## src/rtl/psl_mmio_pkg.sv

```systemverilog
// Shared types and constants for the PSL-side MMIO initiator.
package psl_mmio_pkg;

  localparam int MMAD_W   = 24;
  localparam int MMDATA_W = 64;

  typedef enum logic [1:0] {
    IDLE,
    ISSUE,
    WAIT_ACK,
    RESP
  } state_t;

  // CAPI buses carry odd parity: ones(data) + par is always odd.
  function automatic logic odd_parity(input logic [0:MMDATA_W-1] data);
    return ~^data;
  endfunction

endpackage

```

## src/rtl/psl_mmio_if.sv

```systemverilog
// CAPI MMIO bus between the PSL (master) and the AFU (slave).
interface psl_mmio_if;
  import psl_mmio_pkg::*;

  logic                  ha_mmval;
  logic                  ha_mmcfg;
  logic                  ha_mmrnw;
  logic                  ha_mmdw;
  logic [0:MMAD_W-1]     ha_mmad;
  logic                  ha_mmadpar;
  logic [0:MMDATA_W-1]   ha_mmdata;
  logic                  ha_mmdatapar;
  logic                  ah_mmack;
  logic [0:MMDATA_W-1]   ah_mmdata;
  logic                  ah_mmdatapar;

  modport master (
    output ha_mmval, ha_mmcfg, ha_mmrnw, ha_mmdw,
    output ha_mmad, ha_mmadpar, ha_mmdata, ha_mmdatapar,
    input  ah_mmack, ah_mmdata, ah_mmdatapar
  );

  modport slave (
    input  ha_mmval, ha_mmcfg, ha_mmrnw, ha_mmdw,
    input  ha_mmad, ha_mmadpar, ha_mmdata, ha_mmdatapar,
    output ah_mmack, ah_mmdata, ah_mmdatapar
  );

endinterface

```

## src/rtl/capi_odd_parity.sv

```systemverilog
// Combinational odd-parity generator (XNOR-reduce) of configurable width.
module capi_odd_parity #(
  parameter int W = 8
) (
  input  logic [0:W-1] data,
  output logic         par
);

  assign par = ~^data;

endmodule

```

## src/rtl/psl_mmio_master.sv

```systemverilog
// PSL-side MMIO initiator: one host request at a time onto the CAPI MMIO bus.
// Optional read-data parity checking is enabled by defining PSL_MMIO_PARCHK_EN.
module psl_mmio_master
  import psl_mmio_pkg::*;
#(
  parameter int TIMEOUT_CYCLES = 256,
  parameter int CNT_W          = 9
) (
  input  logic                ha_pclock,
  input  logic                ha_preset_n,
  input  logic                req_valid,
  output logic                req_ready,
  input  logic                req_rnw,
  input  logic                req_dw,
  input  logic                req_cfg,
  input  logic [0:MMAD_W-1]   req_addr,
  input  logic [0:MMDATA_W-1] req_wdata,
  output logic                rsp_valid,
  input  logic                rsp_ready,
  output logic [0:MMDATA_W-1] rsp_rdata,
  output logic                rsp_timeout,
  output logic                rsp_align_err,
  output logic                rsp_parerr,
  output logic                stray_ack,
  psl_mmio_if.master          mm
);

  localparam logic [CNT_W-1:0] CNT_LAST = CNT_W'(TIMEOUT_CYCLES - 1);

  state_t              state;
  logic [CNT_W-1:0]    cnt;
  logic                accept;
  logic                align_bad;
  logic [0:MMDATA_W-1] wdata_nxt;
  logic                ad_par_nxt;
  logic                data_par_nxt;
  logic [0:MMDATA_W-1] rd_capture;
  logic                rd_par_bad;

  assign req_ready = (state == IDLE);
  assign accept    = req_valid && req_ready;
  assign align_bad = req_dw && req_addr[MMAD_W-1];
  // Word writes replicate the low word so either half of the bus can be used by the AFU.
  assign wdata_nxt = req_dw ? req_wdata : {req_wdata[32:63], req_wdata[32:63]};
  assign rd_capture = mm.ha_mmdw ? mm.ah_mmdata : {32'h0, mm.ah_mmdata[32:63]};

  capi_odd_parity #(.W(MMAD_W))   u_ad_par   (.data(req_addr),  .par(ad_par_nxt));
  capi_odd_parity #(.W(MMDATA_W)) u_data_par (.data(wdata_nxt), .par(data_par_nxt));

`ifdef PSL_MMIO_PARCHK_EN
  logic rd_par_exp;
  capi_odd_parity #(.W(MMDATA_W)) u_rd_par (.data(mm.ah_mmdata), .par(rd_par_exp));
  assign rd_par_bad = (rd_par_exp != mm.ah_mmdatapar);
`else
  assign rd_par_bad = 1'b0;
`endif

  always_ff @(posedge ha_pclock or negedge ha_preset_n) begin
    if (!ha_preset_n) begin
      state           <= IDLE;
      cnt             <= '0;
      rsp_valid       <= 1'b0;
      rsp_rdata       <= '0;
      rsp_timeout     <= 1'b0;
      rsp_align_err   <= 1'b0;
      rsp_parerr      <= 1'b0;
      stray_ack       <= 1'b0;
      mm.ha_mmval     <= 1'b0;
      mm.ha_mmcfg     <= 1'b0;
      mm.ha_mmrnw     <= 1'b0;
      mm.ha_mmdw      <= 1'b0;
      mm.ha_mmad      <= '0;
      mm.ha_mmadpar   <= 1'b0;
      mm.ha_mmdata    <= '0;
      mm.ha_mmdatapar <= 1'b0;
    end else begin
      if (mm.ah_mmack && state != WAIT_ACK) begin
        stray_ack <= 1'b1;
      end
      case (state)
        IDLE: begin
          if (accept) begin
            // Misaligned doublewords never reach the bus.
            if (align_bad) begin
              state         <= RESP;
              rsp_valid     <= 1'b1;
              rsp_align_err <= 1'b1;
              rsp_rdata     <= '0;
            end else begin
              state           <= ISSUE;
              mm.ha_mmval     <= 1'b1;
              mm.ha_mmcfg     <= req_cfg;
              mm.ha_mmrnw     <= req_rnw;
              mm.ha_mmdw      <= req_dw;
              mm.ha_mmad      <= req_addr;
              mm.ha_mmadpar   <= ad_par_nxt;
              mm.ha_mmdata    <= wdata_nxt;
              mm.ha_mmdatapar <= data_par_nxt;
            end
          end
        end
        ISSUE: begin
          mm.ha_mmval <= 1'b0;
          cnt         <= '0;
          state       <= WAIT_ACK;
        end
        WAIT_ACK: begin
          // An ack in the expiry cycle takes priority over the timeout.
          if (mm.ah_mmack) begin
            state     <= RESP;
            rsp_valid <= 1'b1;
            if (mm.ha_mmrnw) begin
              rsp_rdata  <= rd_capture;
              rsp_parerr <= rd_par_bad;
            end
          end else if (cnt == CNT_LAST) begin
            state       <= RESP;
            rsp_valid   <= 1'b1;
            rsp_timeout <= 1'b1;
            rsp_rdata   <= '0;
          end else begin
            cnt <= cnt + CNT_W'(1);
          end
        end
        RESP: begin
          if (rsp_ready) begin
            state         <= IDLE;
            rsp_valid     <= 1'b0;
            rsp_rdata     <= '0;
            rsp_timeout   <= 1'b0;
            rsp_align_err <= 1'b0;
            rsp_parerr    <= 1'b0;
          end
        end
        default: state <= IDLE;
      endcase
    end
  end

endmodule
```

## src/flat_wrapper.sv

```systemverilog
// flat-port wrapper written by rule: the top's interface ports become plain ports
module psl_mmio_master_flat import psl_mmio_pkg::*;
#(
  parameter int TIMEOUT_CYCLES = 256,
  parameter int CNT_W          = 9
)
  (ha_pclock, ha_preset_n, req_valid, req_ready, req_rnw, req_dw, req_cfg, req_addr, req_wdata, rsp_valid, rsp_ready, rsp_rdata, rsp_timeout, rsp_align_err, rsp_parerr, stray_ack, mm_ha_mmval, mm_ha_mmcfg, mm_ha_mmrnw, mm_ha_mmdw, mm_ha_mmad, mm_ha_mmadpar, mm_ha_mmdata, mm_ha_mmdatapar, mm_ah_mmack, mm_ah_mmdata, mm_ah_mmdatapar);
  psl_mmio_if mm_i ();
  input  logic ha_pclock;
  input  logic ha_preset_n;
  input  logic req_valid;
  output logic req_ready;
  input  logic req_rnw;
  input  logic req_dw;
  input  logic req_cfg;
  input  logic [0:MMAD_W-1] req_addr;
  input  logic [0:MMDATA_W-1] req_wdata;
  output logic rsp_valid;
  input  logic rsp_ready;
  output logic [0:MMDATA_W-1] rsp_rdata;
  output logic rsp_timeout;
  output logic rsp_align_err;
  output logic rsp_parerr;
  output logic stray_ack;
  output wire logic [$bits(mm_i.ha_mmval)-1:0] mm_ha_mmval;
  output wire logic [$bits(mm_i.ha_mmcfg)-1:0] mm_ha_mmcfg;
  output wire logic [$bits(mm_i.ha_mmrnw)-1:0] mm_ha_mmrnw;
  output wire logic [$bits(mm_i.ha_mmdw)-1:0] mm_ha_mmdw;
  output wire logic [$bits(mm_i.ha_mmad)-1:0] mm_ha_mmad;
  output wire logic [$bits(mm_i.ha_mmadpar)-1:0] mm_ha_mmadpar;
  output wire logic [$bits(mm_i.ha_mmdata)-1:0] mm_ha_mmdata;
  output wire logic [$bits(mm_i.ha_mmdatapar)-1:0] mm_ha_mmdatapar;
  input wire logic [$bits(mm_i.ah_mmack)-1:0] mm_ah_mmack;
  input wire logic [$bits(mm_i.ah_mmdata)-1:0] mm_ah_mmdata;
  input wire logic [$bits(mm_i.ah_mmdatapar)-1:0] mm_ah_mmdatapar;
  assign mm_ha_mmval = mm_i.ha_mmval;
  assign mm_ha_mmcfg = mm_i.ha_mmcfg;
  assign mm_ha_mmrnw = mm_i.ha_mmrnw;
  assign mm_ha_mmdw = mm_i.ha_mmdw;
  assign mm_ha_mmad = mm_i.ha_mmad;
  assign mm_ha_mmadpar = mm_i.ha_mmadpar;
  assign mm_ha_mmdata = mm_i.ha_mmdata;
  assign mm_ha_mmdatapar = mm_i.ha_mmdatapar;
  assign mm_i.ah_mmack = mm_ah_mmack;
  assign mm_i.ah_mmdata = mm_ah_mmdata;
  assign mm_i.ah_mmdatapar = mm_ah_mmdatapar;
  psl_mmio_master #(.TIMEOUT_CYCLES(TIMEOUT_CYCLES), .CNT_W(CNT_W)) u_core (.ha_pclock(ha_pclock), .ha_preset_n(ha_preset_n), .req_valid(req_valid), .req_ready(req_ready), .req_rnw(req_rnw), .req_dw(req_dw), .req_cfg(req_cfg), .req_addr(req_addr), .req_wdata(req_wdata), .rsp_valid(rsp_valid), .rsp_ready(rsp_ready), .rsp_rdata(rsp_rdata), .rsp_timeout(rsp_timeout), .rsp_align_err(rsp_align_err), .rsp_parerr(rsp_parerr), .stray_ack(stray_ack), .mm(mm_i));
endmodule
```

## config.mk

```make
export PLATFORM = sky130hd
export DESIGN_NAME = psl_mmio_master_flat
export DESIGN_NICKNAME = d
export VERILOG_FILES = /design/src/rtl/psl_mmio_pkg.sv /design/src/rtl/psl_mmio_if.sv /design/src/rtl/capi_odd_parity.sv /design/src/rtl/psl_mmio_master.sv /design/src/flat_wrapper.sv
export SDC_FILE = /design/constraint.sdc
export NUM_CORES = 1
export LEC_CHECK = 0
export CAP_MARGIN = 0
export CORE_MARGIN = 2
export CORE_UTILIZATION = 43
export DETAILED_ROUTE_END_ITERATION = 12
export PLACE_DENSITY_LB_ADDON = 0.05
export SYNTH_ARGS = -nofsm -noshare
export SYNTH_HDL_FRONTEND = slang
export SYNTH_SLANG_ARGS = --single-unit
```

## constraint.sdc

```tcl
create_clock -name ha_pclock -period 2.5 [get_ports ha_pclock]
set_input_delay 0.375 -clock ha_pclock [delete_from_list [all_inputs] [get_ports ha_pclock]]
set_output_delay 0.375 -clock ha_pclock [all_outputs]
set_load 0.005 [all_outputs]
```

==> Yosys cells after proc, flatten, opt, wreduce, memory -nomap -nowiden <==
Cells that the tools add are included.
{ "totals": {"regBits": 174, "latchBits": 0, "ramBits": 0, "mem_bits_ro": 0, "in_bits": 161, "word_cells": 87, "memories": 0} }
{ "classes": {"n_addsub": 1, "n_mul": 0, "div_mod_pow": 0, "n_lt_le_gt_ge": 0, "n_eq_ne": 16, "n_shift": 0, "mux": 33, "bitwise": 1, "reduce_logical": 20} }
{ "op_table": {"columns": ["cell", "n"], "rows": [
  ["$mux 64", 8],
  ["$pmux 64 s3", 1],
  ["$reduce_xnor 64->1", 1],
  ["$reduce_xnor 24->1", 1],
  ["$mux 9", 2],
  ["$pmux 9 s2", 1],
  ["$ne 2x2->1 const B", 8],
  ["$reduce_and 3->1", 4],
  ["$reduce_and 4->1", 3],
  ["$mux 1", 10],
  ["$mux 2", 5],
  ["$add 9x1->9 const B", 1],
  ["$eq 9x8->1 const B", 1],
  ["$pmux 1 s2", 4],
  ["$pmux 2 s4", 1],
  ["$reduce_bool 2->1", 4],
  ["$ne 3x2->1 const B", 2],
  ["$reduce_and 6->1", 1],
  ["$reduce_and 5->1", 1],
  ["$eq 2x2->1 const B", 2],
  ["$ne 2x1->1 const B", 2],
  ["$logic_and 1x1->1", 3],
  ["$pmux 1 s3", 1],
  ["$reduce_bool 3->1", 1],
  ["3 further kinds", 3]
]} }

==> Longest topological paths before layout <==
Gate-level depths: netlist (run 1).
{ "logic_depth": {"depth_word": 4, "ltp_mapped": 13, "ltp_nobuf": 10} }

==> Modules after synthesis <==
From an unflattened synthesis (run 1), not the netlist that was laid out.
{ "unflattened": {"hier_cells": 658, "hier_area_um2": 8434.3} }
{ "modules_own_cells": {"columns": ["mod", "n_inst", "cells_each", "area_each_um2", "seq_area_each_um2"], "rows": [
  ["psl_mmio_master", 1, 573, 7676.1, 4329.2],
  ["capi_odd_parity (u_core.u_data_par)", 1, 63, 551.8, 0.0],
  ["capi_odd_parity (u_core.u_ad_par)", 1, 22, 206.4, 0.0]
]} }

==> Worst setup path after synthesis (run 1) <==
No wires, ideal clock.
{ "synth_timing": {"path_type": "flip-flop to flip-flop", "startpoint": "register u_core.cnt[2]", "endpoint": "register u_core.rsp_rdata[12] in the netlist's numbering", "setup_ns": 0.133, "t_arrival_ns": 2.056, "t_required_ns": 2.367, "path_slack_ns": 0.311, "stages_incl_launch_ff": 14, "n_path_buf": 3, "synth_period_minus_slack_ns": 2.189, "cell_sequence": "dfrtp_1 > and3_1 > nand3_1 > nor2_1 > ha_1 > nor3_4 > nor3_4 > nor3b_4 > o21ai_2 > buf_6 > buf_6 > buf_6 > nand2_1 > o21ai_0"} }
{ "synth_between": {"elab_chain_len": 3} }
{ "synth_lines": {"columns": ["item", "line_no", "source"], "rows": [
  ["start: declaration", "psl_mmio_master.sv:31", "logic [CNT_W-1:0] cnt;"],
  ["start signal: assignment", "psl_mmio_master.sv:122", "cnt <= cnt + CNT_W'(1);"],
  ["$eq 9x8->1", "psl_mmio_master.sv:116", "end else if (cnt == CNT_LAST) begin"],
  ["$ne 3x2->1 (no source line)", null, null],
  ["$reduce_and 6->1 (no source line)", null, null],
  ["end signal: assignment", "psl_mmio_master.sv:113", "rsp_rdata <= rd_capture;"],
  ["end: declaration", "psl_mmio_master.sv:20", "output logic [0:MMDATA_W-1] rsp_rdata,"]
]} }
No other way between the ends.
A chain may end at the register's enable or synchronous reset.

==> Final worst setup path (run 1) <==
{ "layout_timing": {"startpoint": "register u_core.cnt[3]", "endpoint": "register u_core.rsp_rdata[50] in the netlist's numbering"} }
Same word-level chain as after synthesis.

==> impl_metrics.yaml, run 1 <==
run_status:
  status: "finished, final reports clean"
synth:
  syn_inst: 851
  ys.warnings.count: 0
  synth.area.mux_share_pct: 4.30
  synth_top_family_by_area: "simple AND/OR/NAND/NOR gates"
  yosys.area_share.simple_pct: 19.0
  syn-num-nets: 1018
  synth_adder_area_share_pct: 0.949
  synth.distinct_cells: 32
  synth_xor_xnor_area_share_pct: 10.2
  synth_seq_cells: 173
  yosysSeqAreaShare_pct: 54.7
  syn-cell-area_um2: 7910
  synth_compound_area_share_pct: 7.48
  avgSynthCellArea_um2: 9.29
setup_path:
  r2r_end: "u_core.rsp_rdata[50]$_DFFE_PN0P_"
  worstRegToRegCells: 11
  crit_type: "register to register"
  path_max_fanout: 77
  worstPathArrival_ps: 2590
  required_ps: 2790
  cp-start-kind: "register"
  r2r_slack_ps: 200
  rr_startpoint: "u_core.cnt[3]$_DFFE_PN0P_"
  endpoint_kind: "register"
sta:
  drv_slew: 0
  timing.fmax_ghz: 0.434
  worst_pin_slew_ps: 595
  min_period_over_period_pct: 92.1
  whs_ps: 459
  skew_ps: 11.8
  min_period_ps: 2300
  setup_violations: 0
  hold_violations: 0
  relSlewSlack_pct: 60.4
power_and_ir_drop:
  powerDensity_nw_per_um2: 1020
  internal-power_uw: 8050
  peakVddDrop_uv: 835
  cellLeakagePower_uw: 0.00532
  comb_power_share_pct: 44.3
  p_sw_uw: 4190
  p_seq_share_pct: 35.6
  swShare_pct: 34.2
  clockPowerShare_pct: 20.1
global_routing:
  grtUsageTotal_pct: 22.7
  grt_max_degree: 78
  antenna_found_initial: 1
  grt_pass1_vias: 6630
  grt_pass1_wl_mm: 35.0
  grt_overflow_total: 0
finish:
  syn_to_final_growth_pct: 51.9
  mostFrequentLayoutCells: "nand2_1 (349), clkdlybuf4s50_1 (320), dfrtp_1 (173)"
  antenna_cells: 0
  drive_gt1_share_pct: 5.59
  fillers: 1536
  fin_util_pct: 66.7
  final_common_cell: "nand2_1"
  nets: 1334
clock_network:
  cts-htree-levels: 4
  clockBufferDepth: 2
  insertion_delay_ps: 430
  path_clk_slew_ps: 70
  cts_root_buf: "clkbuf_16"
  cts_buffers: 17
  cts_tree: "done"
  cts_sinks: 173
place:
  portBuffers: 322
  hpwl_mm: 16.1
  gp_routability_congestion: 0.819
route:
  routed_wl_mm: 21.9
  drt_iter0_drc: 194
  vias: 6652
  drc: 0
  viasPerCell: 4.72
  antenna_left: 0
  wl_per_cell_um: 15.6
  dr.pass1.iters: 4
worst_hold_path:
  min_to: "u_core.stray_ack$_DFFE_PN0P_"
  holdPathStages: 1
  hp-class: "register to register"
  hp-start: "u_core.stray_ack$_DFFE_PN0P_"
floorplanning:
  die_area_um2: 19500
  die_y_um: 140
  coreArea_um2: 18000
  die_w_um: 140
  row_count: 49
  start_util_pct: 43.9
  pin_count: 325
run:
  cap_violations: 0
## layer usage
layer	wire length, µm	global-route usage (%)	vias to the layer above
met3	1880	8.05	27
met4	416	7.05	0
li1	-	-	3339
met5	0	0	-
met1	9180	28.5	3065
met2	10400	37.1	221
## synth_stat cells
| master | count | area, µm² |
|---|---|---|
| nand2_1 | 350 | 1310 |
| dfrtp_1 | 173 | 4330 |
| o21ai_0 | 99 | 495 |
| xnor2_1 | 75 | 657 |
| mux2i_1 | 34 | 340 |
| clkbuf_1 | 22 | 82.6 |
| xor2_1 | 17 | 149 |
| buf_2 | 16 | 80.1 |
| nor2_1 | 12 | 45.0 |
| ha_1 | 6 | 75.1 |
| inv_1 | 6 | 22.5 |
| o21ai_2 | 5 | 43.8 |
| buf_6 | 4 | 45.0 |
| nand3_1 | 4 | 20.0 |
| and3_1 | 3 | 18.8 |
| clkbuf_2 | 3 | 15.0 |
| a21oi_1 | 2 | 10.0 |
| and2_1 | 2 | 12.5 |
| buf_4 | 2 | 15.0 |
| nand4_1 | 2 | 12.5 |
| nor2b_1 | 2 | 12.5 |
| nor3_4 | 2 | 32.5 |
| a21o_1 | 1 | 7.51 |
| a22o_1 | 1 | 8.76 |
| conb_1 | 1 | 3.75 |
| inv_2 | 1 | 3.75 |
| nand2b_1 | 1 | 6.26 |
| nor3b_4 | 1 | 18.8 |
| o22a_1 | 1 | 8.76 |
| o31ai_1 | 1 | 7.51 |
| o32a_1 | 1 | 10.0 |
| or3_1 | 1 | 6.26 |
## logic make-up after synthesis
logic type	count (synthesis)
buffers and inverters	54
muxes	34
and+or+nand+nor	380
DFF	173
adders and majority gates	6
AOI/OAI and AO/OA	111
other	1
xor gates and xnor gates	92
## power by group through the flow
stage               clock network [µW]  registers [µW]  logic, µW
global placement                     0            4380       5400
global route                      2640            4490       5990
detailed placement                   0            4410       5460
floorplan                            0            4480       2310
finish                            2460            4360       5420
CTS                               2510            4370       5480
## final cells by class
class | instances | area (µm²) | area share [%]
well taps | 229 | 287 | 2.38
inverters | 7 | 26.3 | 0.219
clock inverters | 14 | 109 | 0.906
clock buffers | 18 | 429 | 3.57
multi-input cells | 624 | 3330 | 27.8
flip-flops and latches | 173 | 4330 | 36.0
repair buffers | 344 | 3500 | 29.1
## flip-flops by register name (all words and copies together) (netlist names), 2 cells and up
name,count
u_core.mm.ha_mmad,24
u_core.rsp_rdata,64
u_core.cnt,9
u_core.mm.ha_mmdata,64
u_core.state,2
## what timing repair did
item / 4_1_cts / 5_1_grt
setup endpoints to repair: 0 / 62
endpoints found under the hold margin: 56 / 0
hold buffers: 1 / 0
resized for setup: 0 / 1
buffers inserted: 0 / 2
## metrics by stage
stage | power, µW | cells | setup WS (ps) | instance area [µm²] | TNS [ps]
6_report | 12200 | 1409 | 197 | 12000 | 0
5_1_grt | 13100 | 1409 | -18.6 | 12000 | -63.5
2_1_floorplan | 6790 | 851 | 311 | 7910 | 0
3_3_place_gp | 9770 | 1374 | 201 | 11400 | 0
4_1_cts | 12400 | 1407 | 119 | 12000 | 0
3_5_place_dp | 9870 | 1374 | 132 | 11400 | 0
## critical path, cell delays in order, from the launching register on
cell and delay, ps:
dfrtp_1 370, and3_1 210, nand3_1 120, nor2_1 130, ha_2 220, nor3_4 70
nor3_4 240, nor3b_4 280, o21ai_4 120, buf_12 210, nand2_1 100, o21ai_0 90
## how the worst max path moves through the flow
stage                                    from                               end  slack (ps)  depth (start not counted)
finish              u_core.cnt[3]$_DFFE_PN0P_  u_core.rsp_rdata[50]$_DFFE_PN0P_         200                         11
global route        u_core.cnt[3]$_DFFE_PN0P_  u_core.rsp_rdata[33]$_DFFE_PN0P_         -20                         11
CTS                 u_core.cnt[2]$_DFFE_PN0P_  u_core.rsp_rdata[50]$_DFFE_PN0P_         120                         11
detailed placement  u_core.cnt[2]$_DFFE_PN0P_  u_core.rsp_rdata[53]$_DFFE_PN0P_         130                         11
global placement    u_core.cnt[2]$_DFFE_PN0P_  u_core.rsp_rdata[38]$_DFFE_PN0P_         200                         11
floorplan           u_core.cnt[2]$_DFFE_PN0P_  u_core.rsp_rdata[12]$_DFFE_PN0P_         310                         13
Note: power is estimated with default switching activity, not from simulation.
==> inputs of run 2 (changes only) <==
CORE_ASPECT_RATIO = 0.75   (was not set)
==> impl_metrics.yaml, run 2 (same netlist as run 1, synthesis figures left out) <==
run_status:
  status: "finished, final reports clean"
sta:
  worst_pin_slew_ps: 659
  rsz0062_at_grt: "false"
  skew_ps: 8.85
  min_period_over_period_pct: 90.8
  setup_violations: 0
  fin_ws_ps: 230
  setup_tns_ps: 0
  min_period_ps: 2270
  drv_slew: 0
  relSlewSlack_pct: 56.1
  hold_violations: 0
  whs_ps: 473
  timing.fmax_ghz: 0.441
place:
  gp_routability_congestion: 0.797
  portBuffers: 322
  hpwl_mm: 16.4
  pre_cts_slack_ps: 93.2
worst_hold_path:
  hp-class: "register to register"
  holdPathStages: 2
setup_path:
  required_ps: 2790
  worstPathArrival_ps: 2560
  path_max_fanout: 43
  crit_type: "register to register"
  endpoint_kind: "register"
  cp-start-kind: "register"
  worstRegToRegCells: 11
finish:
  reg_top3: "u_core.mm.ha_mmdata x64, u_core.rsp_rdata x64, u_core.mm.ha_mmad x24"
  syn_to_final_growth_pct: 52.8
  fillers: 1467
  nets: 1336
  mostFrequentLayoutCells: "nand2_1 (349), clkdlybuf4s50_1 (320), dfrtp_1 (173)"
  drive_gt1_share_pct: 5.75
  multi_input_area_um2: 3330
  fin_util_pct: 67.8
  layout.area.seq_um2: 4330
  final_common_cell: "nand2_1"
route:
  vias: 6689
  routed_wl_mm: 22.9
  antenna_left: 0
  drt_iter0_drc: 405
  drc: 0
  wl_per_cell_um: 16.1
  viasPerCell: 4.69
  dr.pass1.iters: 4
global_routing:
  antenna_found_initial: 1
  grt_max_degree: 87
  grtUsageTotal_pct: 24.0
  grt_pass1_vias: 6772
  grt_pass1_wl_mm: 36.5
  grt_overflow_total: 0
power_and_ir_drop:
  cellLeakagePower_uw: 0.00534
  peakVddDrop_uv: 562
  powerDensity_nw_per_um2: 1050
floorplanning:
  coreArea_um2: 17800
  die_area_um2: 19500
  die_w_um: 161
  start_util_pct: 44.4
  die_y_um: 121
  pin_count: 325
  row_count: 42
clock_network:
  insertion_delay_ps: 430
  cts-htree-levels: 4
  path_clk_slew_ps: 70
  cts_sinks: 173
  clockBufferDepth: 2
  cts_root_buf: "clkbuf_16"
  cts_buffers: 17
  cts_tree: "done"
run:
  cap_violations: 0
run 2: cell count changes in the layout (fill, tap and decap cells not counted), sizes merged:
cell	delta
diode	+1
clkbuf	+2
clkinvlp	-1
clkinv	-1
buf	+1
bufinv	+2
inv	-1
run 2: worst max-delay path, stage by stage, from the launching register on:
cell and delay, ps:
dfrtp_1 390, and3_1 200, nand3_1 100, nor2_1 130, ha_2 230, nor3_4 70, nor3_4 170, nor3b_4 280
o21ai_4 150, buf_12 200, nand2_1 90, o21ai_0 90
run 2: repair_timing:
item	CTS	global route
endpoints found under the hold margin	63	0
buffers inserted	0	2
hold buffers	1	0
endpoints found under the setup margin	0	47
gates resized for setup	0	1
run 2: metal layers:
| layer | GRT usage, % | vias up | part of all wire (%) |
|---|---|---|---|
| li1 | - | 3347 | - |
| met1 | 31.0 | 3127 | 44 |
| met2 | 38.6 | 187 | 47 |
| met3 | 8.48 | 28 | 7.5 |
| met4 | 6.31 | 0 | 1.4 |
| met5 | 0 | - | 0 |
run 2: area by class of cell:
type	instances	share of cell area, %
sequential	173	35.8
clock inverter	13	1.27
tap	242	2.51
timing repair buffer	346	28.9
antenna	1	0.0207
inverter	7	0.217
multi-input combinational	624	27.6
clock buffer	19	3.66
run 2: path summary, 6_finish.rpt:
| path | startpoint | end | slack (ps) |
|---|---|---|---|
| setup / recovery | u_core.cnt[3]$_DFFE_PN0P_ | u_core.rsp_rdata[0]$_DFFE_PN0P_ | 230 |
| hold / removal | u_core.mm.ha_mmdata[44]$_DFFE_PN0P_ | u_core.mm.ha_mmdata[44]$_DFFE_PN0P_ | 470 |
| setup reg to reg | u_core.cnt[3]$_DFFE_PN0P_ | u_core.rsp_rdata[0]$_DFFE_PN0P_ | 230 |
| hold reg to reg | u_core.mm.ha_mmdata[44]$_DFFE_PN0P_ | u_core.mm.ha_mmdata[44]$_DFFE_PN0P_ | 470 |
| max in group asynchronous | ha_preset_n | u_core.rsp_rdata[26]$_DFFE_PN0P_ | 1220 |
| min in group asynchronous | ha_preset_n | u_core.mm.ha_mmdata[56]$_DFFE_PN0P_ | 500 |
run 2: metrics by stage:
stage	instances	cell area [µm²]	power [µW]
2_1_floorplan	851	7910	6790
5_1_grt	1425	12100	13500
4_1_cts	1421	12000	12600
6_report	1425	12100	12600
3_3_place_gp	1388	11400	9750
3_5_place_dp	1388	11400	9840
run 2: power breakdown:
part	switching, µW	total, µW	internal (µW)	leakage, µW
Clock	1180	2710	1520	0.000291
Combinational	2550	5540	2980	0.00280
Sequential	570	4390	3820	0.00225
==> inputs of run 3 (changes only) <==
--- a/config.mk
+++ b/config.mk
@@ -12,2 +12,3 @@
 export DETAILED_ROUTE_END_ITERATION = 12
+export HOLD_SLACK_MARGIN = 0.08
 export PLACE_DENSITY_LB_ADDON = 0.05
--- a/constraint.sdc
+++ b/constraint.sdc
@@ -3,2 +3,2 @@
 set_output_delay 0.375 -clock ha_pclock [all_outputs]
-set_load 0.005 [all_outputs]
+set_load 0.01 [all_outputs]
==> results of run 3 <==
Same layout as run 2 (identical final DEF). Status: finished, final reports clean.
Among the figures that moved: total power 12600 µW -> 13000 µW; worst IR drop on VDD 562 µV -> 613 µV
